File: src/rtl/arm_imm_encoder.sv
// Finds an ARM data-processing rotated immediate (imm8 ROR 2*rot) or a 12-bit signed memory offset for a 32-bit constant.
// Define IMM_ENCODER_NEGATE_EN to also search ~value (MVN form) after a direct miss.
module arm_imm_encoder (
    input  logic        clk,
    input  logic        rst_n,
    input  logic        i_Start,
    input  logic [31:0] i_Value,
    input  logic        i_Sig_Memory_Instruction,
    output logic        o_Busy,
    output logic        o_Done,
    output logic        o_Valid,
    output logic [11:0] o_Shift_Operand,
    output logic        o_Invert
);

    typedef enum logic [1:0] {IDLE, SEARCH, SEARCH_INV, DONE} state_t;

    state_t      state_q, state_d;
    logic [3:0]  cnt_q, cnt_d;
    logic [31:0] value_q, value_d;
    logic        mem_q, mem_d;
    logic        valid_q, valid_d;
    logic [11:0] operand_q, operand_d;
    logic        invert_q, invert_d;

    logic [31:0] src;
    logic [31:0] candidate;
    logic [5:0]  sh;
    logic        hit;
    logic        mem_fits;

`ifdef IMM_ENCODER_NEGATE_EN
    assign src = (state_q == SEARCH_INV) ? ~value_q : value_q;
`else
    assign src = value_q;
`endif

    // Rotate left by 2*counter undoes the architectural rotate right.
    assign sh        = {1'b0, cnt_q, 1'b0};
    assign candidate = (src << sh) | (src >> (6'd32 - sh));
    assign hit       = (candidate[31:8] == 24'd0);
    assign mem_fits  = (&value_q[31:11]) | ~(|value_q[31:11]);

    always_ff @(posedge clk or negedge rst_n) begin
        if (!rst_n) begin
            state_q   <= IDLE;
            cnt_q     <= 4'd0;
            value_q   <= 32'd0;
            mem_q     <= 1'b0;
            valid_q   <= 1'b0;
            operand_q <= 12'd0;
            invert_q  <= 1'b0;
        end else begin
            state_q   <= state_d;
            cnt_q     <= cnt_d;
            value_q   <= value_d;
            mem_q     <= mem_d;
            valid_q   <= valid_d;
            operand_q <= operand_d;
            invert_q  <= invert_d;
        end
    end

    always_comb begin
        state_d   = state_q;
        cnt_d     = cnt_q;
        value_d   = value_q;
        mem_d     = mem_q;
        valid_d   = valid_q;
        operand_d = operand_q;
        invert_d  = invert_q;
        case (state_q)
            IDLE: begin
                if (i_Start) begin
                    state_d   = SEARCH;
                    cnt_d     = 4'd0;
                    value_d   = i_Value;
                    mem_d     = i_Sig_Memory_Instruction;
                    valid_d   = 1'b0;
                    operand_d = 12'd0;
                    invert_d  = 1'b0;
                end
            end
            SEARCH: begin
                if (mem_q) begin
                    valid_d   = mem_fits;
                    operand_d = mem_fits ? value_q[11:0] : 12'd0;
                    state_d   = DONE;
                end else if (hit) begin
                    valid_d   = 1'b1;
                    operand_d = {cnt_q, candidate[7:0]};
                    state_d   = DONE;
                end else if (cnt_q == 4'd15) begin
`ifdef IMM_ENCODER_NEGATE_EN
                    state_d   = SEARCH_INV;
                    cnt_d     = 4'd0;
`else
                    valid_d   = 1'b0;
                    operand_d = 12'd0;
                    state_d   = DONE;
`endif
                end else begin
                    cnt_d = cnt_q + 4'd1;
                end
            end
`ifdef IMM_ENCODER_NEGATE_EN
            SEARCH_INV: begin
                if (hit) begin
                    valid_d   = 1'b1;
                    invert_d  = 1'b1;
                    operand_d = {cnt_q, candidate[7:0]};
                    state_d   = DONE;
                end else if (cnt_q == 4'd15) begin
                    valid_d   = 1'b0;
                    operand_d = 12'd0;
                    state_d   = DONE;
                end else begin
                    cnt_d = cnt_q + 4'd1;
                end
            end
`endif
            DONE: begin
                state_d = IDLE;
            end
            default: begin
                state_d = IDLE;
            end
        endcase
    end

    assign o_Busy          = (state_q == SEARCH) || (state_q == SEARCH_INV);
    assign o_Done          = (state_q == DONE);
    assign o_Valid         = valid_q;
    assign o_Shift_Operand = operand_q;
`ifdef IMM_ENCODER_NEGATE_EN
    assign o_Invert        = invert_q;
`else
    assign o_Invert        = 1'b0;
`endif

endmodule
File: config.mk
export PLATFORM = sky130hd
export DESIGN_NAME = arm_imm_encoder
export DESIGN_NICKNAME = d
export VERILOG_FILES = /design/src/rtl/arm_imm_encoder.sv
export SDC_FILE = /design/constraint.sdc
export NUM_CORES = 1
export LEC_CHECK = 0
export ABC_AREA = 1
export CAP_MARGIN = 20
export CORE_MARGIN = 1.5
export CORE_UTILIZATION = 49
export CTS_CLUSTER_DIAMETER = 200
export DETAILED_ROUTE_END_ITERATION = 8
export PLACE_DENSITY = 0.8
export REMOVE_ABC_BUFFERS = 1
export SETUP_SLACK_MARGIN = 0.05
export SLEW_MARGIN = 30
export SYNTH_ARGS = -nofsm -noshare
export SYNTH_HDL_FRONTEND = slang
export SYNTH_SLANG_ARGS = --single-unit
File: constraint.sdc
create_clock -name clk -period 4.35 [get_ports clk]
set_clock_uncertainty 0.05 [all_clocks]
set_input_delay 0.87 -clock clk [delete_from_list [all_inputs] [get_ports clk]]
set_output_delay 0.87 -clock clk [all_outputs]
set_load 0.1 [all_outputs]
======== Word-level counts from Yosys, hierarchy flattened ========
Cells that the tools add are included.
storage, ports and cells
  flip-flop bits (word level) ............. 52
  bits in latches ......................... 0
  memory bits (writable) .................. 0
  ROM bits ................................ 0
  input bits .............................. 36
  output and inout bits ................... 16
  memories ................................ 0
operators by class
  add/sub/neg operators ................... 2
  multipliers ............................. 0
  div/mod/pow operators ................... 0
  magnitude comparators ................... 0
  equal/unequal tests ..................... 9
  shift-type cells ........................ 2
  mux-type cells .......................... 21
  bitwise gates (word level) .............. 3
  reductions and logical operators ........ 10
operator list
  kind                                                  count
  2-to-1 mux 12 bit                                     5
  bitwise OR 32 bit                                     1
  << shifter 32 x 5 -> 32 bit                           1
  right shift 32 x 6 -> 32 bit                          1
  logical NOT 24 bit                                    1
  one-hot mux 12 bit (2 select lines)                   1
  AND reduction 21 bit                                  1
  OR reduction 21 bit                                   1
  2-to-1 mux 4 bit                                      4
  2-to-1 mux 2 bit                                      4
  inequality test 2 bit (second input constant)         4
  one-hot mux 4 bit (2 select lines)                    1
  subtractor 6 x 5 -> 6 bit (first input constant)      1
  AND reduction 5 bit                                   1
  adder 4 x 1 -> 4 bit (second input constant)          1
  equality test 2 bit (second input constant)           2
  equality test 4 bit (second input constant)           1
  2-to-1 mux 1 bit                                      4
  inequality test 4 bit (second input constant)         1
  one-hot mux 2 bit (2 select lines)                    1
  AND reduction 2 bit                                   2
  AND reduction 3 bit                                   1
  equality test 2 x 1 -> 1 bit (second input constant)  1
  logical NOT 2 bit                                     1
  other kinds (5)                                       5

======== Longest topological paths before layout ========
Gate-level depths: netlist of the first run.
  depth in word-level cells ............... 7
  gate-level depth with buffers ........... 23
  gate-level depth less buffers ........... 19

======== Least setup slack after synthesis of the first run ========
Ideal clock, no wire load.
  path kind ............................... register to register
  start ................................... reg cnt_q[0]
  end ..................................... reg operand_q[6] (netlist: o_Shift_Operand[6])
  library setup time ...................... 0.123 ns
  arrival time ............................ 2.684 ns
  required time ........................... 4.177 ns
  path slack .............................. 1.492 ns
  cell stages (with the launch flop) ...... 22
  buffers on the path ..................... 5
  clock period less this slack ............ 2.858 ns
  path through ............................ dfrtp_1 > buf_4 > inv_2 > buf_6 > buf_6 > ha_1 > inv_1 > clkbuf_1 > nand3_1 > o21ai_0 > nand3_1 > nand3_1 > nand3_1 > nand2_1 > nand2_1 > nor2_2 > nand2_2 > nand3_4 > nand3_4 > buf_6 > nand2_2 > o21ai_2
between the ends
  word-level cells in the longest chain between the ends .. 7
RTL lines
  item                                 line  RTL
  start, declared                      19    logic [3:0] cnt_q, cnt_d;
  start signal, assigned               55    cnt_q <= cnt_d;
  subtractor 6 x 5 -> 6 bit            40    assign candidate = (src << sh) | (src >> (6'd32 - sh));
  right shift 32 x 6 -> 32 bit         40
  bitwise OR 32 bit                    40
  logical NOT 24 bit                   41    assign hit = (candidate[31:8] == 24'd0);
  2-to-1 mux 12 bit                    89    end else if (hit) begin
  2-to-1 mux 12 bit                    85    if (mem_q) begin
  one-hot mux 12 bit (2 select lines)  72    case (state_q)
  end signal, assigned                 59    operand_q <= operand_d;
  end, declared                        23    logic [11:0] operand_q, operand_d;
Several ways; a longest one is shown, not always the timed one.
A chain may end at the register's enable or synchronous reset.

======== Final worst setup path of the first run ========
  start ................................... reg cnt_q[0]
  end ..................................... reg operand_q[0] (netlist: o_Shift_Operand[0])
Same word-level chain as after synthesis.

==> results of run 1 <==
## tightest hold or removal path: stages, from the launching register on
cell and delay (ns):
dfrtp_1 0.38, nand2_2 0.06, o21ai_2 0.04
## layout make-up
cell class,instances,area (sq um)
fill,924,4010
multi-input combinational,571,2870
sequential,52,1300
timing repair buffer,59,563
inverter,47,179
tap,111,139
clock buffer,5,68.8
clock inverter,3,23.8
## cells in the mapped netlist (all sizes together)
cell type,count,area share [%]
and3,1,0.14
a21boi,1,0.16
and2,6,0.82
o31ai,3,0.49
nand3,135,16
nor3,2,0.22
nor4,4,0.55
a221o,1,0.22
clkbuf,11,0.90
nand3b,2,0.33
inv,47,3.9
a31oi,2,0.27
o21ai,62,7.5
o211ai,1,0.16
buf,29,4.1
conb,1,0.082
nand2,234,20
nor2,44,3.8
dfrtp,52,29
o2111ai,5,0.96
nand4,17,2.3
ha,5,1.4
mux2,16,3.9
a21oi,29,3.2
## metrics by stage
step,utilization [%],hold WS [ns]
2_1_floorplan,-,0.470
3_3_place_gp,55.1,0.423
3_5_place_dp,55.1,0.430
4_1_cts,56.1,0.458
5_1_grt,56.2,0.482
6_report,56.2,0.451
## registers in the layout, summed over array words and instances (netlist names)
signal,cells
src,32
mem_q,1
o_Valid,1
state_q,2
o_Shift_Operand,12
cnt_q,4
## cell usage in the layout, fill, tap and decap left out, drive strengths merged, types with 3 or more instances in the layout
cell           instances
o31ai                  3
ha                     5
o21ai                 62
nor2                  44
o2111ai                5
dfrtp                 52
clkbuf                 5
mux2                  16
clkdlybuf4s50         49
nor4                   4
buf                   10
and2                   6
nand3                135
a21oi                 29
inv                   47
nand4                 17
nand2                234
## layer usage
metal / track usage, % / routed length [microns]
met3: 6.32 / 1320
met1: 45.1 / 6560
met4: 5.31 / 124
met2: 45.6 / 6520
met5: 0 / 0
## worst min path at each step
stage / start / endpoint / slack (ns) / cells after the start
floorplan: src[3] / src[3] / 0.47 / 2
global placement: o_Shift_Operand[8] / o_Shift_Operand[8] / 0.42 / 2
detailed placement: o_Shift_Operand[5] / o_Shift_Operand[5] / 0.43 / 2
CTS: o_Shift_Operand[5] / o_Shift_Operand[5] / 0.46 / 2
global route: o_Shift_Operand[5] / o_Shift_Operand[5] / 0.48 / 2
finish: o_Shift_Operand[5] / o_Shift_Operand[5] / 0.45 / 2
## cells by family after synthesis
family | count (synthesis)
other cells | 1
compound gates | 104
mux | 16
buf+inv | 87
fa+ha+maj | 5
flops | 52
simple gates | 445
==> impl_results.md, run 1 <==
- Largest net degree at the start of global routing: 53
- Max-slew violation count: 0
- DP Area: 5040 sq um
- Worst-Margin Slew: 0.989 ns
- Slowest stage cell, crit path: inv_1
- Crit path kind: reg -> reg
- Critical path arrival: 3.32 ns
- Startpoint types: flip-flop
- WL/cell: 17.1 microns
- Final cycle utilization of the critical path: 72.8%
- Min cycle time layout: 3.16 ns
- Via-to-Cell Ratio: 5.96
- Buf+Inv Stages, Crit Path: 3
- Design area: 5140 sq um
- Worst path max stage delay: 0.61 ns
- Synth Area in Compound Gates: 13.0%
- Vias in the first global route: 4579
- TritonRoute pass-1 iters: 5
- Cells after DPL: 840
- Post-synthesis xor/xnor area fraction: 0%
- Gpl congestion: 1.02
- Clock Tree Buf Depth: 2
- Starting DRT DRC Count: 545
- TritonCTS clock tree: yes
- Final hold vios: 0
- Reg-to-Reg End: o_Shift_Operand[0]
- Status: finished clean
- First-pass GRT wire length: 23.8 mm
- Drc violations: 0
- Worst setup margin: 1.19 ns
- Critical Path Stages: 18
- Simple-gate share of the synthesized area: 44.2%
- CP required: 4.50 ns
- Setup TNS: 0 ns
- CTS sink count: 52
- CP Max Fanout: 27
- GRT Total Usage: 30.2%
- Worst slack at placement: 1.26 ns
- Die width: 99.5 microns
- Ys Warns: 0
- Final Non-Filler Cells: 848
- CP top delay family: simple AND/OR/NAND/NOR gates
- Final setup viols: 0
- Seq/Total Area, Yosys: 28.5%
- R2R cell count: 18
- Max-Cap Viols: 0
- Min-delay worst type: reg -> reg
- Core area: 9150 sq um
- Die Height: 99.5 microns
- IO buf count: 50
- Post-route ant nets: 0
- Worst path cell trace: inv_2 -> ha_1 -> inv_1 -> nand3_1 -> nand2_1 -> nand2_1 -> nand2_1 -> nand3_1 -> nand2_1 -> nand2_1 -> inv_1 -> nand3_1 -> nor2_2 -> nand2_2 -> nand3_4 -> nand3_4 -> nand2_1 -> o21ai_0
- N_diodes: 0
- Slew HR: 33.9%
- CTS Root Cell: clkbuf_8
- Cts repair resizes: 0
- R2R Setup Slk: 1.19 ns
- Initial Util: 49.9%
- Setup Fix Bufs, Post-CTS: 0
- Top-Level Pins: 52
- CTS Hold Bufs: 0
- Skew-Pair Late Insertion Delay: 0.31 ns
- H-tree Lvls: 2
- Initial antenna violation count: 0
- # rows: 35
- Layout cells sized above 1: 10.0%
- Adder-Cell Fraction of Synth Area: 1.37%
- Crit path from: cnt_q[0]
- Cell Area, Synth: 4570 sq um
- Launch point of the worst reg-to-reg path: cnt_q[0]
- Clk pin slew, worst setup/hold paths: 0.11 ns
- Critical Path Sink: o_Shift_Operand[0]
- Largest family of logic cells by synthesized area: simple AND/OR/NAND/NOR gates
- CTS buffer count: 5
- Synth Register Bits: 52
- Post-synthesis mux area share: 3.95%
- Most used cell, CP: nand2_1
- RSZ-0062 raised after global routing: false
- Full die area: 9910 sq um
- Average cell area after synthesis: 6.43 sq um
- Fin nets: 777
- Synthesis-to-finish area growth: 12.6%
- CP Capture Type: flip-flop
- Congestion Overflow GR: 0
- Detail Placement HPWL: 11.1 mm
- Post-Syn Instances: 710
- Cell variety after synth: 36
- Vias: 5055
- Fmax: 0.316 GHz
- Final WL: 14.5 mm
Power of run 1 is left out: the tool's default activity adds up to more than one toggle a clock period on the data nets, which glitch-free logic cannot reach.
==> run 2: changes to the inputs <==
==> constraint.sdc (replaced) <==
create_clock -name clk -period 3.1 [get_ports clk]
set_clock_uncertainty 0.05 [all_clocks]
set_input_delay 0.62 -clock clk [delete_from_list [all_inputs] [get_ports clk]]
set_output_delay 0.62 -clock clk [all_outputs]
set_load 0.1 [all_outputs]
==> run 2 against run 1 <==
  * Register-to-register slack worse by 0.96 ns
  * Highest routed layer unchanged
  * Sequential cell count stayed put
  * Design area is 0.24% higher
  * Critical path depth stayed put
  * Fmax is 10% higher
  * Largest cell class unchanged
  * Via count is 1.4% higher
==> impl_results.md, run 2 (same netlist as run 1, synthesis figures left out) <==
- Multi-input gate area: 2860 sq um (-0.17%)
- RSZ-0062 raised after global routing: false
- Worst path cell trace: inv_2 -> ha_1 -> inv_1 -> buf_4 -> nand3_2 -> o21ai_1 -> o21ai_0 -> nand3_1 -> nand2_1 -> nand2_1 -> inv_1 -> nand3_1 -> nor2_2 -> nand2_2 -> nand3_4 -> nand3_4 -> nand2_1 -> o21ai_1
- GR Util met1: 41.4% (-3.8 points)
- Min cycle time layout: 2.87 ns (-0.294 ns)
- GRT Total Usage: 29.8% (-0.42 points)
- Core area: 9150 sq um (unchanged)
- Layout cells sized above 1: 12.9% (+2.9 points)
- Most frequent cells in the layout: nand2_1 (215), nand3_1 (131), dfrtp_1 (52)
- Largest register FFs: 32 (unchanged)
- CTS Root Cell: clkbuf_8
- Fmax: 0.348 GHz (+10%)
- Clk pin slew, worst setup/hold paths: 0.11 ns (about the same)
- Worst path max stage delay: 0.38 ns (-0.23 ns)
- Final hold vios: 0 (unchanged)
- Via-to-Cell Ratio: 6.00 (+0.59%)
- First-pass GRT wire length: 23.7 mm (-0.23%)
- CP Capture Type: flip-flop
- Most used cell, CP: nand2_1
- Final setup viols: 0 (unchanged)
- Critical path arrival: 3.03 ns (-0.29 ns)
- Crit path kind: reg -> reg
- Cts repair resizes: 0 (unchanged)
- Congestion Overflow GR: 0 (unchanged)
- Buf+Inv Stages, Crit Path: 4 (+1)
- CTS Hold Bufs: 0 (unchanged)
- Vias: 5127 (+1.4%)
- Max-Cap Viols: 0 (unchanged)
- # rows: 35 (unchanged)
- Top-Level Pins: 52 (unchanged)
- Register area: 1300 sq um (unchanged)
- CP top delay family: simple AND/OR/NAND/NOR gates
- TritonRoute pass-1 iters: 5 (unchanged)
- Most common cell after layout, fill and taps aside: nand2_1
- Slowest stage cell, crit path: dfrtp_1
- Post-route ant nets: 0 (unchanged)
- Final WL: 14.1 mm (-3.0%)
- Fin Hold WS: 0.214 ns (-0.236 ns)
- Startpoint types: flip-flop
- N_diodes: 0 (unchanged)
- Gpl congestion: 1.09 (+7.4%)
- Starting DRT DRC Count: 545 (unchanged)
- Initial antenna violation count: 1 (+1)
- Slew HR: 53.3% (+19 points)
- CTS buffer count: 5 (unchanged)
- Full die area: 9910 sq um (unchanged)
- Setup Fix Bufs, Post-CTS: 0 (unchanged)
- CTS sink count: 52 (unchanged)
- Drc violations: 0 (unchanged)
- Final Non-Filler Cells: 855 (+0.83%)
- Synthesis-to-finish area growth: 12.9%
- WL/cell: 16.5 microns (-3.8%)
- H-tree Lvls: 2 (unchanged)
- Most Used Layer, Global Route: met2
- Clock Tree Buf Depth: 2 (unchanged)
- Worst-Margin Slew: 0.698 ns (-0.291 ns)
- Min-delay worst type: in -> async
- Die width: 99.5 microns (unchanged)
- GRT met2 Usage: 47.7% (+2.1 points)
- Design area: 5150 sq um (+0.24%)
- CP Max Fanout: 28 (+3.7%)
- CP required: 3.26 ns (-1.24 ns)
- Filler cells: 920 (-0.43%)
- Largest net degree at the start of global routing: 38 (-28%)
- DP Area: 5060 sq um (+0.30%)
- Die Height: 99.5 microns (unchanged)
- Setup TNS: 0 ns (unchanged)
- Final cycle utilization of the critical path: 92.6% (+20 points)
- Skew-Pair Late Insertion Delay: 0.32 ns (about the same)
- Vias in the first global route: 4939 (+7.9%)
- GRT met3 Usage: 5.69% (-0.63 points)
- IO buf count: 50 (unchanged)
- Fin nets: 784 (+0.90%)
- Max-slew violation count: 0 (unchanged)
- TritonCTS clock tree: yes
- Status: finished clean
- Detail Placement HPWL: 10.9 mm (-1.6%)
- Initial Util: 49.9% (unchanged)
- Cells after DPL: 847 (+0.83%)
-- run 2: cell types whose count changed in the layout (fill, tap and decap cells not counted), sizes merged --
cell	previous run	this run
clkdlybuf4s50	49	34
clkinvlp	2	0
inv	47	49
buf	10	32
-- run 2: area by class of cell --
| type | count | share of cell area, % |
|---|---|---|
| clock buffers | 5 | 1.34 |
| inverters | 47 | 3.47 |
| flip-flops and latches | 52 | 25.2 |
| well taps | 111 | 2.69 |
| multi-input cells | 571 | 55.5 |
| clock inverters | 3 | 0.510 |
| repair buffers | 66 | 11.2 |
-- run 2: path summary, 6_finish.rpt --
kind / startpoint / endpoint / slack [ns] / depth (start not counted)
max: cnt_q[0] / o_Shift_Operand[2] / 0.23 / 18
max reg2reg: cnt_q[0] / o_Shift_Operand[2] / 0.23 / 18
min reg2reg: o_Shift_Operand[8] / o_Shift_Operand[8] / 0.46 / 2
min in group clk: o_Shift_Operand[8] / o_Shift_Operand[8] / 0.46 / 2
min: rst_n / cnt_q[3] / 0.21 / 1
max in group asynchronous: rst_n / src[29] / 1.98 / 2
-- run 2: through the flow --
step,setup WS [ns],utilization (%)
floorplan,-1.08,-
global placement,0.355,55.3
detailed placement,0.345,55.3
CTS,0.325,56.3
global route,0.0631,56.3
finish,0.229,56.3
-- run 2: layer usage --
layer  vias up  part of all wire (%)
li1       2444                     -
met1      2394                    43
met2       263                    45
met5         -                     0
met3        26                   9.9
met4         0                   1.8
Power of run 2 is left out for the same reason.
